File: config.mk
export PLATFORM = sky130hd
export DESIGN_NAME = data_sync_mc_flat
export DESIGN_NICKNAME = d
export VERILOG_FILES = /design/src/rtl/data_sync_pkg.sv /design/src/rtl/data_sync_mc_if.sv /design/src/rtl/data_sync_chan.sv /design/src/rtl/data_sync_mc.sv /design/src/flat_wrapper.sv
export SDC_FILE = /design/constraint.sdc
export NUM_CORES = 1
export LEC_CHECK = 0
export ABC_AREA = 1
export ABC_CLOCK_PERIOD_IN_PS = 2000
export BUFFER_PORTS_ARGS = -buffer_cell sky130_fd_sc_hd__buf_2
export CORE_ASPECT_RATIO = 1.75
export CORE_UTILIZATION = 35
export CTS_BUF_LIST = sky130_fd_sc_hd__clkbuf_8 sky130_fd_sc_hd__clkbuf_16
export CTS_CLUSTER_SIZE = 30
export DETAILED_ROUTE_END_ITERATION = 7
export GPL_ROUTABILITY_DRIVEN = 0
export PLACE_DENSITY = 0.73
export SYNTH_ARGS = -nofsm -noshare
export SYNTH_HDL_FRONTEND = slang
export SYNTH_SLANG_ARGS = --single-unit
export TNS_END_PERCENT = 20
File: constraint.sdc
create_clock -name CLK -period 2 [get_ports CLK]
set_input_delay 0.1 -clock CLK [delete_from_list [all_inputs] [get_ports CLK]]
set_output_delay 0.1 -clock CLK [all_outputs]
set_load 0.01 [all_outputs]
File: src/rtl/data_sync_pkg.sv
// Shared types and constants for the multi-channel multi-cycle-path bus synchronizer.
package data_sync_pkg;

  typedef enum logic [0:0] {
    IDLE = 1'b0,
    HOLD = 1'b1
  } state_e;

  localparam int MODE_LEVEL  = 0;
  localparam int MODE_TOGGLE = 1;

endpackage

File: src/rtl/data_sync_mc_if.sv
// Bus bundle for data_sync_mc: source-side enables/data, consumer handshake and captured outputs.
interface data_sync_mc_if #(
  parameter int WIDTH    = 8,
  parameter int CHANNELS = 2
);

  logic [CHANNELS-1:0]       bus_enable;
  logic [CHANNELS*WIDTH-1:0] unsync_bus;
  logic [CHANNELS-1:0]       sync_ready;
  logic [CHANNELS-1:0]       overrun_clr;
  logic [CHANNELS*WIDTH-1:0] sync_bus;
  logic [CHANNELS-1:0]       sync_valid;
  logic [CHANNELS-1:0]       enable_pulse;
  logic [CHANNELS-1:0]       overrun;

  modport master (
    output bus_enable, unsync_bus, sync_ready, overrun_clr,
    input  sync_bus, sync_valid, enable_pulse, overrun
  );

  modport slave (
    input  bus_enable, unsync_bus, sync_ready, overrun_clr,
    output sync_bus, sync_valid, enable_pulse, overrun
  );

endinterface

File: src/rtl/data_sync_chan.sv
// One synchronizer channel: enable sync chain, edge detect, valid/ready hold FSM and capture.
// Overrun detection with drop policy is built when DATA_SYNC_OVERRUN_EN is defined.
module data_sync_chan
  import data_sync_pkg::*;
#(
  parameter int WIDTH       = 8,
  parameter int STAGES      = 2,
  parameter int TOGGLE_MODE = MODE_LEVEL
) (
  input  logic             CLK,
  input  logic             RST,
  input  logic             bus_enable,
  input  logic [WIDTH-1:0] unsync_bus,
  input  logic             sync_ready,
  input  logic             overrun_clr,
  output logic [WIDTH-1:0] sync_bus,
  output logic             sync_valid,
  output logic             enable_pulse,
  output logic             overrun
);

  logic [STAGES-1:0] sync_q, sync_d;
  logic              s_d_q, s_d_d;
  logic              evt_s;
  state_e            state_q, state_d;
  logic [WIDTH-1:0]  sync_bus_q, sync_bus_d;
  logic              pulse_q, pulse_d;
  logic              overrun_q, overrun_d;

  always_comb begin
    sync_d = {sync_q[STAGES-2:0], bus_enable};
    s_d_d  = sync_q[STAGES-1];
    if (TOGGLE_MODE == MODE_TOGGLE) begin
      evt_s = sync_q[STAGES-1] ^ s_d_q;
    end else begin
      evt_s = sync_q[STAGES-1] & ~s_d_q;
    end
  end

  // Drop policy only exists with overrun detection; otherwise the latest word always wins.
  always_comb begin
    state_d    = state_q;
    sync_bus_d = sync_bus_q;
    pulse_d    = 1'b0;
`ifdef DATA_SYNC_OVERRUN_EN
    if (overrun_clr) begin
      overrun_d = 1'b0;
    end else begin
      overrun_d = overrun_q;
    end
`else
    overrun_d = 1'b0;
`endif
    case (state_q)
      IDLE: begin
        if (evt_s) begin
          sync_bus_d = unsync_bus;
          pulse_d    = 1'b1;
          state_d    = HOLD;
        end else begin
          state_d    = IDLE;
        end
      end
      HOLD: begin
        if (evt_s) begin
`ifdef DATA_SYNC_OVERRUN_EN
          if (sync_ready) begin
            sync_bus_d = unsync_bus;
            pulse_d    = 1'b1;
          end else begin
            overrun_d  = 1'b1;
          end
`else
          sync_bus_d = unsync_bus;
          pulse_d    = 1'b1;
`endif
          state_d = HOLD;
        end else if (sync_ready) begin
          state_d = IDLE;
        end else begin
          state_d = HOLD;
        end
      end
      default: state_d = IDLE;
    endcase
  end

  always_ff @(posedge CLK or negedge RST) begin
    if (!RST) begin
      sync_q     <= {STAGES{1'b0}};
      s_d_q      <= 1'b0;
      state_q    <= IDLE;
      sync_bus_q <= {WIDTH{1'b0}};
      pulse_q    <= 1'b0;
      overrun_q  <= 1'b0;
    end else begin
      sync_q     <= sync_d;
      s_d_q      <= s_d_d;
      state_q    <= state_d;
      sync_bus_q <= sync_bus_d;
      pulse_q    <= pulse_d;
      overrun_q  <= overrun_d;
    end
  end

`ifndef DATA_SYNC_OVERRUN_EN
  logic overrun_clr_unused;
  assign overrun_clr_unused = overrun_clr;
`endif

  assign sync_bus     = sync_bus_q;
  assign sync_valid   = (state_q == HOLD);
  assign enable_pulse = pulse_q;
  assign overrun      = overrun_q;

endmodule

File: src/rtl/data_sync_mc.sv
// Multi-channel destination-domain bus synchronizer; one independent data_sync_chan per channel.
// Optional overrun detection: DATA_SYNC_OVERRUN_EN.
module data_sync_mc
  import data_sync_pkg::*;
#(
  parameter int WIDTH       = 8,
  parameter int STAGES      = 2,
  parameter int CHANNELS    = 2,
  parameter int TOGGLE_MODE = MODE_LEVEL
) (
  input  logic         CLK,
  input  logic         RST,
  data_sync_mc_if.slave bus
);

  logic [CHANNELS*WIDTH-1:0] sync_bus_s;
  logic [CHANNELS-1:0]       sync_valid_s;
  logic [CHANNELS-1:0]       enable_pulse_s;
  logic [CHANNELS-1:0]       overrun_s;

  for (genvar i = 0; i < CHANNELS; i++) begin : g_chan
    data_sync_chan #(
      .WIDTH       (WIDTH),
      .STAGES      (STAGES),
      .TOGGLE_MODE (TOGGLE_MODE)
    ) u_chan (
      .CLK          (CLK),
      .RST          (RST),
      .bus_enable   (bus.bus_enable[i]),
      .unsync_bus   (bus.unsync_bus[i*WIDTH +: WIDTH]),
      .sync_ready   (bus.sync_ready[i]),
      .overrun_clr  (bus.overrun_clr[i]),
      .sync_bus     (sync_bus_s[i*WIDTH +: WIDTH]),
      .sync_valid   (sync_valid_s[i]),
      .enable_pulse (enable_pulse_s[i]),
      .overrun      (overrun_s[i])
    );
  end

  assign bus.sync_bus     = sync_bus_s;
  assign bus.sync_valid   = sync_valid_s;
  assign bus.enable_pulse = enable_pulse_s;
  assign bus.overrun      = overrun_s;

endmodule

File: src/flat_wrapper.sv
// flat-port wrapper written by rule: the top's interface ports become plain ports
module data_sync_mc_flat import data_sync_pkg::*;
#(
  parameter int WIDTH       = 8,
  parameter int STAGES      = 2,
  parameter int CHANNELS    = 2,
  parameter int TOGGLE_MODE = MODE_LEVEL
)
  (CLK, RST, bus_bus_enable, bus_unsync_bus, bus_sync_ready, bus_overrun_clr, bus_sync_bus, bus_sync_valid, bus_enable_pulse, bus_overrun);
  data_sync_mc_if #(.WIDTH(WIDTH), .CHANNELS(CHANNELS)) bus_i ();
  input  logic CLK;
  input  logic RST;
  input wire logic [$bits(bus_i.bus_enable)-1:0] bus_bus_enable;
  input wire logic [$bits(bus_i.unsync_bus)-1:0] bus_unsync_bus;
  input wire logic [$bits(bus_i.sync_ready)-1:0] bus_sync_ready;
  input wire logic [$bits(bus_i.overrun_clr)-1:0] bus_overrun_clr;
  output wire logic [$bits(bus_i.sync_bus)-1:0] bus_sync_bus;
  output wire logic [$bits(bus_i.sync_valid)-1:0] bus_sync_valid;
  output wire logic [$bits(bus_i.enable_pulse)-1:0] bus_enable_pulse;
  output wire logic [$bits(bus_i.overrun)-1:0] bus_overrun;
  assign bus_i.bus_enable = bus_bus_enable;
  assign bus_i.unsync_bus = bus_unsync_bus;
  assign bus_i.sync_ready = bus_sync_ready;
  assign bus_i.overrun_clr = bus_overrun_clr;
  assign bus_sync_bus = bus_i.sync_bus;
  assign bus_sync_valid = bus_i.sync_valid;
  assign bus_enable_pulse = bus_i.enable_pulse;
  assign bus_overrun = bus_i.overrun;
  data_sync_mc #(.WIDTH(WIDTH), .STAGES(STAGES), .CHANNELS(CHANNELS), .TOGGLE_MODE(TOGGLE_MODE)) u_core (.CLK(CLK), .RST(RST), .bus(bus_i));
endmodule
# == Word level (Yosys, flattened, before mapping) ==
# Index checks and enable logic that the tools add are counted.
# word_totals
input_bits,24
ff_bits,26
output_inout_bits,22
# op_classes
muxes,10
bitwise,6
# op_table
cell,n
8-bit two-way mux,2
1-bit two-way mux,6
1-bit inverter,4
1-bit one-hot mux with 2 select lines,2
1-bit bitwise AND,2

# == Logic depth before layout (Yosys ltp) ==
# Gate-level depths: netlist (run 1).
# logic_depth
depth_word,4
mapped_depth,4

# == By module ==
# From an unflattened synthesis (run 1), not the netlist that was laid out.
# unflattened
hier_cells,90
area_unflattened_um2,983.4
# by_module_without_submodules
module,area_per_inst_um2,seq_area_each_um2,cells_per_inst,n_inst
data_sync_chan,491.7,325.3,45,2

# == Worst setup path before layout (run 1) ==
# Ideal clock, no wire load.
# synth_path
path_type,reg2reg
startpoint,register u_core.g_chan[0].u_chan.s_d_q
endpoint,register u_core.g_chan[0].u_chan.sync_bus_q[0]
period_less_slack_ns,0.791
path_stages_with_launch,5
arrival_ns,0.675
setup_ns,0.117
n_path_buf,0
required_ns,1.883
slack_ns,1.209
cell_sequence,dfrtp_1 -> inv_2 -> nand2_8 -> nand2_1 -> nand2_1
# synth_between
elab_chain_len,2
# synth_rtl
element,line,source
from (decl),data_sync_chan.sv:23,"logic s_d_q, s_d_d;"
from (signal assigned),data_sync_chan.sv:91,s_d_q <= 1'b0;
from (signal assigned),data_sync_chan.sv:98,s_d_q <= s_d_d;
1-bit inverter,data_sync_chan.sv:36,evt_s = sync_q[STAGES-1] & ~s_d_q;
1-bit bitwise AND,data_sync_chan.sv:36,
to (signal assigned),data_sync_chan.sv:93,sync_bus_q <= {WIDTH{1'b0}};
to (signal assigned),data_sync_chan.sv:100,sync_bus_q <= sync_bus_d;
to (decl),data_sync_chan.sv:26,"logic [WIDTH-1:0] sync_bus_q, sync_bus_d;"
# No other way between the ends.
# A chain may end at the register's enable or synchronous reset.

# == Worst setup path in the final report (run 1) ==
# layout_path
startpoint,register u_core.g_chan[0].u_chan.sync_q[1]
endpoint,register u_core.g_chan[0].u_chan.sync_bus_q[2]
# layout_between
elab_chain_len,1
# layout_rtl
element,line,source
from (decl),data_sync_chan.sv:22,"logic [STAGES-1:0] sync_q, sync_d;"
from (signal assigned),data_sync_chan.sv:90,sync_q <= {STAGES{1'b0}};
from (signal assigned),data_sync_chan.sv:97,sync_q <= sync_d;
1-bit bitwise AND,data_sync_chan.sv:36,
# No other way between the ends.

==> metrics.txt, run 1 <==
top_reg_cell synth=dfrtp_1; Remaining DRCs=0; period utilisation layout=~48%; Worst Path Buf+Inv=0; DIE AREA=3080 um^2; async set or reset register ratio after synthesis=100%; WL/cell=10.8 um; Root Buffer=clkbuf_8; post-synth top area share=65.2%; first-pass GRT wire length=approximately 2900 um; clock network fraction of design power=roughly 30%; Ant. Diodes=0; Pwr per Cell Area=just under 900 nW/um^2; initial core utilization=37.1%; boundary pin count=46; CP Launch Type=flip-flop; CP Max Fanout=10; total CTS buffers=3; most frequent cell after synthesis=nand2_1; std cell rows=25; CP most frequent cell=nand2_1; Post-synth top cells=nand2_1, dfrtp_1, nand3_1; unique cell type count in the Yosys netlist=11; CP endpoint kind=flip-flop; layout cells sized above 1=between 30% and 40%; FILL cells=roughly 270; switching power=between 0.2 and 0.3 mW; Post-CTS Repair Setup Buffers=0; Final #Nets=about 160; Worst EP arrival=1.11 ns; Max IR drop VDD=about 0.00052 V; Post-Syn Area=approximately 1000 um^2; H-tree depth=1; Min-Delay Path Class=input pin to flip-flop; core area=~2700 um^2; Max Clock Freq=~1.0 GHz; EDFF count, synth=0; DP Wirelength=1380 um; CP max stage delay=about 0.6 ns; Cell Int Power=roughly 0.83 mW; placed cell count=between 150 and 200; DP Worst Slack=1.03 ns; die width=between 40 and 50 um; vias=about 720; Clock Skew=0.00434 ns; setup ws final=roughly 1.0 ns; Combinational Power Share=roughly 15%; TritonCTS clock tree=yes; status=completed; Avg Cell Area, Syn=about 11 um^2; Worst slew margin=63.0%; sequential fraction of the synthesis area=~65%; register share of total power=a little under three fifths; clk_lat worst skew=roughly 0.26 ns; vias in the first global route=~700; Lkg Pwr=around 0.71 nW; die height=just over 70 um; Sw Ratio=~25%; Synth area leader=dfrtp_1; clk slew on worst S/H paths=0.08 ns; Global Route Usage Sum=11.9%; worst-margin pin slew=roughly 0.56 ns; largest net degree at the start of global routing=27; Worst EP required=2.15 ns; Area Growth Syn to Fin=26.1%; final instance count without filler cells=roughly 160; slowest CP cell=dfrtp_1; Syn Inst Count=93; Final setup viols=0; TritonRoute pass-1 iters=4; Yosys reg bits=26; maxcap violations=0; GR Overflow Total=0; RSZ-0062 raised after global routing=false; antenna-violating nets left=0; crit-path leading delay family=flip-flops; worst hold slack=0.0231 ns; Syn. warnings=0; Port Buffer Count=between 40 and 50; ordered cell list for the critical path=nand2_8 > nand2_1 > nand2_1; Setup TNS=0 ns; final hold vios=0; kind of critical path=flip-flop to flip-flop; Detailed Route WL=~1700 um; DRT iter0 DRCs=10; CTS max path bufs=2; Slew Limit Fails=0; minimum clock period=0.955 ns; Vias per Instance=4.48; synth top area cells=dfrtp_1, nand2_1, nand3_1; initial antenna violation count=0; clock sink total=26
sequential cells by signal, indices dropped and copies added (netlist names):
name / count
u_core.g_chan.u_chan.sync_q: 4
u_core.g_chan.u_chan.s_d_q: 2
u_core.g_chan.u_chan.sync_bus: 16
u_core.g_chan.u_chan.sync_valid: 2
u_core.g_chan.u_chan.enable_pulse: 2
stage by stage:
stage	total power [mW]	instance area, um^2	util, %
floorplan	0.711	1000	-
global placement	0.780	1170	43.6
detailed placement	0.787	1170	43.6
CTS	1.12	1260	46.7
global route	1.16	1260	46.7
finish	1.10	1260	46.7
cells by family (layout without fill, tap and decap cells):
family / count (synthesis) / in the layout / synth area share [%]
other: 1 / 2 / 0.376
DFF: 26 / 26 / 65.2
and+or+nand+nor: 50 / 50 / 24.3
AOI/OAI and AO/OA: 2 / 2 / 1.00
buffers and inverters: 14 / 54 / 9.03
power groups by stage:
stage                     logic, mW  clock network, mW  registers (mW)
after floorplan              0.0770                  0           0.634
after CTS                     0.169              0.338           0.612
final                         0.165              0.325           0.611
after global placement        0.161                  0           0.618
after global routing          0.185              0.358           0.619
after detailed placement      0.166                  0           0.621
placed cells by master (no fill, tap or decap):
cell	count
inv_2	2
dfrtp_1	26
nand2_2	1
clkbuf_8	4
inv_1	4
nand3_1	16
conb_1	2
dlygate4sd3_1	3
o21ai_0	2
buf_2	41
nand2_8	2
nand2_1	31
timing repair:
item	CTS	global route
hold buffers	3	0
hold endpoints to repair	28	0
resized for setup	0	0
per-layer routing:
metal | routed length [um] | track usage, %
met1 | 658 | 12.3
met3 | 90 | 1.98
met5 | 0 | 0
met4 | 0 | 3.13
met2 | 997 | 23.8
layout make-up:
cell class,count,area [um^2],area share [%]
multi-input combinational,54,260,20.7
timing repair buffer,44,235,18.7
tap,27,33.8,2.69
inverter,6,22.5,1.79
sequential,26,651,51.7
clock buffer,4,55.1,4.38
final timing paths:
path                       slack, ns  cells past startpoint                         startpoint                                  end
hold / removal                  0.02                      2                  bus_sync_ready[1]   u_core.g_chan[1].u_chan.sync_valid
setup reg to reg                1.05                      3  u_core.g_chan[0].u_chan.sync_q[1]  u_core.g_chan[0].u_chan.sync_bus[2]
min in group asynchronous       0.34                      2                                RST        u_core.g_chan[1].u_chan.s_d_q
hold reg to reg                 0.36                      0  u_core.g_chan[0].u_chan.sync_q[0]    u_core.g_chan[0].u_chan.sync_q[1]
setup / recovery                1.05                      3  u_core.g_chan[0].u_chan.sync_q[1]  u_core.g_chan[0].u_chan.sync_bus[2]
max in group asynchronous       1.29                      2                                RST    u_core.g_chan[0].u_chan.sync_q[1]
No activity file was read; power rests on OpenSTA's default activity.
==> run 2, diff against run 1 <==
Settings changed: ABC_CLOCK_PERIOD_IN_PS 2000 to 800, PLACE_DENSITY 0.73 to 0.75.
Clock period 2 ns to 0.8 ns, I/O delays scaled along.
==> run 2 against run 1 <==
The flow now finishes with violations (negative setup slack). Wire length rose by 30%. Fmax rose by 8.3%. Sequential power increased to 2.5 times the previous value. Final area up 20%. Flip-flop and latch count did not move. Clock power grew to 2.6 times the previous value. Critical endpoint is now u_core.g_chan[1].u_chan.sync_bus[6].
==> metrics.txt, run 2 (same netlist as run 1, synthesis figures left out) <==
Ant. Diodes=0 (unchanged); FILL cells=228 (-14%); Worst EP arrival=1.10 ns (about the same); Area after DPL=1200 um^2 (+2.3%); die height=72.6 um (unchanged); Detailed Route WL=2270 um (+30%); setup ws final=-0.0815 ns (-1.13 ns); largest net degree at the start of global routing=27 (unchanged); maxcap violations=0 (unchanged); Worst EP required=1.01 ns (-1.14 ns); period utilisation layout=110% (+62 points); placed cell count=156 (+1.3%); Port Buffer Count=41 (unchanged); Final setup viols=38 (+38); kind of critical path=flip-flop to flip-flop; failing checks=negative setup slack; DRT iter0 DRCs=18 (+8); Vias per Instance=4.68 (+4.5%); vias in the first global route=783 (+12%); TritonRoute pass-1 iters=4 (unchanged); most frequent cells in the layout=buf_2, nand2_1, dfrtp_1; total CTS buffers=3 (unchanged); status=complete, but fails checks; Max Clock Freq=1.13 GHz (+8.3%); reg2reg start=u_core.g_chan[1].u_chan.sync_q[1]; Setup crit start=u_core.g_chan[1].u_chan.sync_q[1]; layout cells sized above 1=48.7% (+11 points); first-pass GRT wire length=3520 um (+22%); Clock Skew=0.00149 ns (-0.00285 ns); DIE AREA=3080 um^2 (unchanged); CP Max Fanout=5 (-5); clock sink total=26 (unchanged); Global Route Usage Sum=15.3% (+3.4 points); clk_lat worst skew=0.27 ns (about the same); final hold vios=0 (unchanged); CP endpoint kind=flip-flop; RSZ-0062 raised after global routing=true; boundary pin count=46 (unchanged); Max IR drop VDD=0.00113 V (+120%); die width=42.4 um (unchanged); Lkg Pwr=0.814 nW (+14%); Final #Nets=175 (+10%); std cell rows=25 (unchanged); H-tree depth=1 (unchanged); max reg flops=16 (unchanged); Hold Crit Start=bus_unsync_bus[12]; initial core utilization=37.1% (unchanged); CP Launch Type=flip-flop; clk slew on worst S/H paths=0.08 ns (about the same); CTS max path bufs=2 (unchanged); Area Growth Syn to Fin=50.8%; final instance count without filler cells=177 (+9.9%); initial antenna violation count=0 (unchanged); Root Buffer=clkbuf_8; antenna-violating nets left=0 (unchanged); WL/cell=12.8 um (+18%); Finished Cell Area=1500 um^2 (+20%); Remaining DRCs=0 (unchanged); minimum clock period=0.881 ns (-0.0734 ns); core area=2690 um^2 (unchanged); Pwr per Cell Area=1950 nW/um^2 (+120%); GR Overflow Total=0 (unchanged); TritonCTS clock tree=yes; Slew Limit Fails=0 (unchanged); Min-Delay Path Class=input pin to flip-flop; commonest non-fill, non-tap cell in the layout=buf_2; vias=828 (+15%); DP Wirelength=1470 um (+6.8%)
[run 2: cell count changes in the layout (fill, tap and decap cells not counted), moves of 2 or more]
cell / change
inv_2: -2
nand2_4: +3
nand3_1: -5
dfrtp_2: +3
dlygate4sd3_1: +5
buf_12: +3
dfrtp_1: -3
buf_6: +4
nand2_1: -4
nand3_2: +5
nand2_2: +3
[run 2: routing by layer]
metal	vias to the layer above	track usage [%]	part of all wire [%]
li1	400	-	-
met1	397	17.0	38
met2	26	26.2	55
met3	5	3.22	4.2
met4	0	9.38	2.2
met5	-	0	0
[run 2: layout make-up]
type	instances	area (um^2)	share of cell area, %
repair buffers	57	400	26.6
inverters	6	30.0	2.00
multi-input cells	56	323	21.5
flip-flops and latches	26	654	43.5
well taps	27	33.8	2.25
repair inverters	1	7.51	0.499
clock buffers	4	55.1	3.66
[run 2: path summary, 6_finish.rpt]
path,end,slack (ns),cells past startpoint
setup reg to reg,u_core.g_chan[1].u_chan.sync_bus[6],-0.08,4
min in group asynchronous,u_core.g_chan[1].u_chan.sync_bus[7],0.24,2
hold reg to reg,u_core.g_chan[0].u_chan.sync_q[1],0.36,0
setup / recovery,u_core.g_chan[1].u_chan.sync_bus[6],-0.08,4
max in group asynchronous,u_core.g_chan[0].u_chan.sync_q[1],0.28,2
hold / removal,u_core.g_chan[1].u_chan.sync_bus[4],0.003,3
[run 2: critical path, cell delays in order, from the launching register on]
cell and delay [ns]:
dfrtp_2 0.47, buf_12 0.15, nand2_8 0.08, nand2_1 0.06, nand2_1 0.06
[run 2: report_power, final]
part           total, mW  internal, mW  switching [mW]
logic              0.559         0.269           0.290
registers           1.53          1.45          0.0867
clock network      0.835         0.440           0.395
total               2.93          2.16           0.772
[run 2: what timing repair did]
item                                   CTS  global route
setup endpoints to repair               40            42
gates resized for setup                 13            13
endpoints found under the hold margin   32             1
pin swaps                                9             1
hold buffers                             7             1
cloned                                   1             2
setup buffers                            3             3
[run 2: stage by stage]
| step | setup WS [ns] | hold slack, ns | util [%] | power, mW | TNS, ns |
|---|---|---|---|---|---|
| global placement | -0.0980 | 0.0470 | 44.6 | 1.96 | -1.62 |
| finish | -0.0815 | 0.00270 | 55.9 | 2.93 | -1.67 |
| CTS | -0.0609 | 0.00559 | 52.6 | 2.89 | -1.40 |
| detailed placement | -0.161 | 0.0583 | 44.6 | 1.99 | -2.68 |
| floorplan | 0.00871 | -0.256 | - | 1.78 | 0 |
| global route | -0.139 | 0.00238 | 55.9 | 3.08 | -3.12 |
==> run 3, diff against run 2 <==
Settings changed: BUFFER_PORTS_ARGS -buffer_cell sky130_fd_sc_hd__buf_2 to default, DONT_BUFFER_PORTS from default to 1, PLACE_DENSITY 0.75 to 0.61.
==> run 3 against run 2 <==
The run ends with negative hold slack, negative setup slack left. Power down 2.3%. Flip-flop and latch count unchanged. Largest power group unchanged. Register-to-register slack about the same. Critical path type unchanged. Clock power up 1%.
==> metrics.txt, run 3 (same netlist as run 1, synthesis figures left out) <==
die height=72.6 um (unchanged); slowest CP cell=dfrtp_2; CP endpoint kind=flip-flop; Root Buffer=clkbuf_8; Clock Skew=0.00274 ns (+0.00125 ns); status=complete, but fails checks; worst hold endpoint=u_core.g_chan[0].u_chan.sync_bus[6]; Final #Nets=145 (-17%); Max IR drop VDD=0.00126 V (+11%); Lkg Pwr=0.705 nW (-13%); vias in the first global route=782 (-0.13%); first-pass GRT wire length=3470 um (-1.4%); DP Wirelength=1220 um (-17%); Hold Crit Start=bus_unsync_bus[6]; Remaining DRCs=0 (unchanged); Port Buffer Count=0 (-100%); clock sink total=26 (unchanged); vias=710 (-14%); kind of critical path=flip-flop to flip-flop; CTS max path bufs=2 (unchanged); H-tree depth=1 (unchanged); Worst EP arrival=1.04 ns (-0.06 ns); WL/cell=15.1 um (+18%); Vias per Instance=4.83 (+3.2%); final hold vios=1 (+1); boundary pin count=46 (unchanged); ordered cell list for the critical path=buf_4 > nand3_1 > nand2_1; DRT iter0 DRCs=4 (-14); reg2reg start=u_core.g_chan[1].u_chan.sync_q[1]; maxcap violations=0 (unchanged); Sw Ratio=26.7% (+0.34 points); CP Launch Type=flip-flop; DIE AREA=3080 um^2 (unchanged); Worst R2R End=u_core.g_chan[1].u_chan.sync_bus[0]; worst hold slack=-0.111 ns (-0.113 ns); Slew Limit Fails=0 (unchanged); Area Growth Syn to Fin=45.8%; Pwr per Cell Area=1970 nW/um^2 (+1.0%); worst hold stages=2 (-1); clock network fraction of design power=29.6% (+1.1 points); std cell rows=25 (unchanged); core area=2690 um^2 (unchanged); setup ws final=-0.0748 ns (+0.00667 ns); Worst EP required=0.96 ns (-0.05 ns); Final setup viols=19 (-50%); Cell Int Power=2.10 mW (-2.8%); switching power=0.764 mW (-1.0%); Combinational Power Share=14.1% (-5.0 points); clk slew on worst S/H paths=0.09 ns (about the same); Global Route Usage Sum=14.7% (-0.55 points); clk_lat worst skew=0.27 ns (about the same); period utilisation layout=109% (-0.83 points); FILL cells=220 (-3.5%); Max Clock Freq=1.14 GHz (+0.76%); commonest non-fill, non-tap cell in the layout=nand2_1; initial core utilization=37.1% (unchanged); TritonRoute pass-1 iters=2 (-2); worst r2r path cells=3 (-1); Detailed Route WL=2220 um (-2.3%); most frequent cells in the layout=nand2_1, dfrtp_1, dlygate4sd3_1; register share of total power=56.3% (+3.9 points); post-cts hold buffer count=21 (+14); minimum clock period=0.875 ns (-0.00667 ns); RSZ-0062 raised after global routing=true; Area after DPL=1010 um^2 (-16%); die width=42.4 um (unchanged); Ant. Diodes=0 (unchanged); Finished Cell Area=1450 um^2 (-3.3%); largest net degree at the start of global routing=27 (unchanged); max reg flops=16 (unchanged); Min-Delay Path Class=input pin to flip-flop; GR Overflow Total=0 (unchanged); total CTS buffers=3 (unchanged); CP max stage delay=0.46 ns (about the same); antenna-violating nets left=0 (unchanged); r2r setup slk=-0.07 ns (about the same); TritonCTS clock tree=yes; failing checks=negative hold slack, negative setup slack; initial antenna violation count=0 (unchanged); layout cells sized above 1=30.8% (-18 points); CP Max Fanout=4 (-1)
-- run 3: cell types whose count changed in the layout (fill, tap and decap cells not counted) --
cell,previous run,this run
buf_12,3,4
inv_2,0,1
nand3_4,0,1
buf_2,40,0
nand3_1,11,6
nand2_1,27,25
clkinv_4,1,0
clkbuf_4,1,0
dfrtp_1,23,24
dlygate4sd3_1,8,20
clkinvlp_4,1,0
nand2_2,4,5
dfrtp_2,3,2
nand3_2,5,9
-- run 3: layout make-up --
class	instances	area [um^2]	share of cell area [%]
inverters	6	25.0	1.72
multi-input cells	55	354	24.4
flip-flops and latches	26	653	44.9
clock buffers	4	55.1	3.79
well taps	27	33.8	2.32
repair buffers	29	333	22.9
-- run 3: worst max-delay path by stage --
stage / cells after the start / to / from / slack, ns
floorplan: 4 / u_core.g_chan[0].u_chan.sync_bus[0] / u_core.g_chan[0].u_chan.s_d_q / 0.009
global placement: 3 / u_core.g_chan[0].u_chan.sync_bus[0] / u_core.g_chan[0].u_chan.sync_q[1] / -0.15
detailed placement: 3 / u_core.g_chan[0].u_chan.sync_bus[4] / u_core.g_chan[0].u_chan.sync_q[1] / -0.19
CTS: 3 / u_core.g_chan[0].u_chan.sync_bus[6] / u_core.g_chan[0].u_chan.sync_q[1] / -0.06
global route: 3 / u_core.g_chan[1].u_chan.sync_bus[0] / u_core.g_chan[1].u_chan.sync_q[1] / -0.11
finish: 3 / u_core.g_chan[1].u_chan.sync_bus[0] / u_core.g_chan[1].u_chan.sync_q[1] / -0.07
-- run 3: worst max-delay path: cells and delay by family, from the launching register on --
kind	cells	cell delay, ns
buf+inv	1	0.17
simple gates	2	0.14
flops	1	0.46
-- run 3: metrics by stage --
stage / setup slack, ns / util [%] / instances / total power, mW / TNS, ns
finish: -0.0748 / 54.0 / 147 / 2.86 / -0.921
CTS: -0.0576 / 50.5 / 143 / 2.80 / -0.653
floorplan: 0.00871 / - / 94 / 1.78 / 0
detailed placement: -0.190 / 37.4 / 115 / 1.82 / -2.83
global placement: -0.151 / 37.4 / 115 / 1.80 / -2.21
global route: -0.112 / 54.0 / 147 / 2.97 / -1.63
-- run 3: layer usage --
layer / up-vias / track usage, % / part of all wire [%]
met5: - / 0 / 0
met4: 0 / 4.17 / 0
met3: 0 / 2.97 / 5.8
met2: 36 / 28.5 / 59
met1: 336 / 15.6 / 35
li1: 338 / - / -
-- run 3: power by group through the flow --
stage	logic (mW)	clock network, mW	registers [mW]
5_1_grt	0.448	0.897	1.63
2_1_floorplan	0.192	0	1.58
3_5_place_dp	0.183	0	1.63
4_1_cts	0.335	0.860	1.61
3_3_place_gp	0.173	0	1.63
6_report	0.404	0.846	1.61
-- run 3: what timing repair did --
action,4_1_cts,5_1_grt
cloned,0,1
resized for setup,15,15
hold endpoints to repair,46,1
buffers inserted,3,3
pin swaps,15,10
endpoints found under the setup margin,20,19
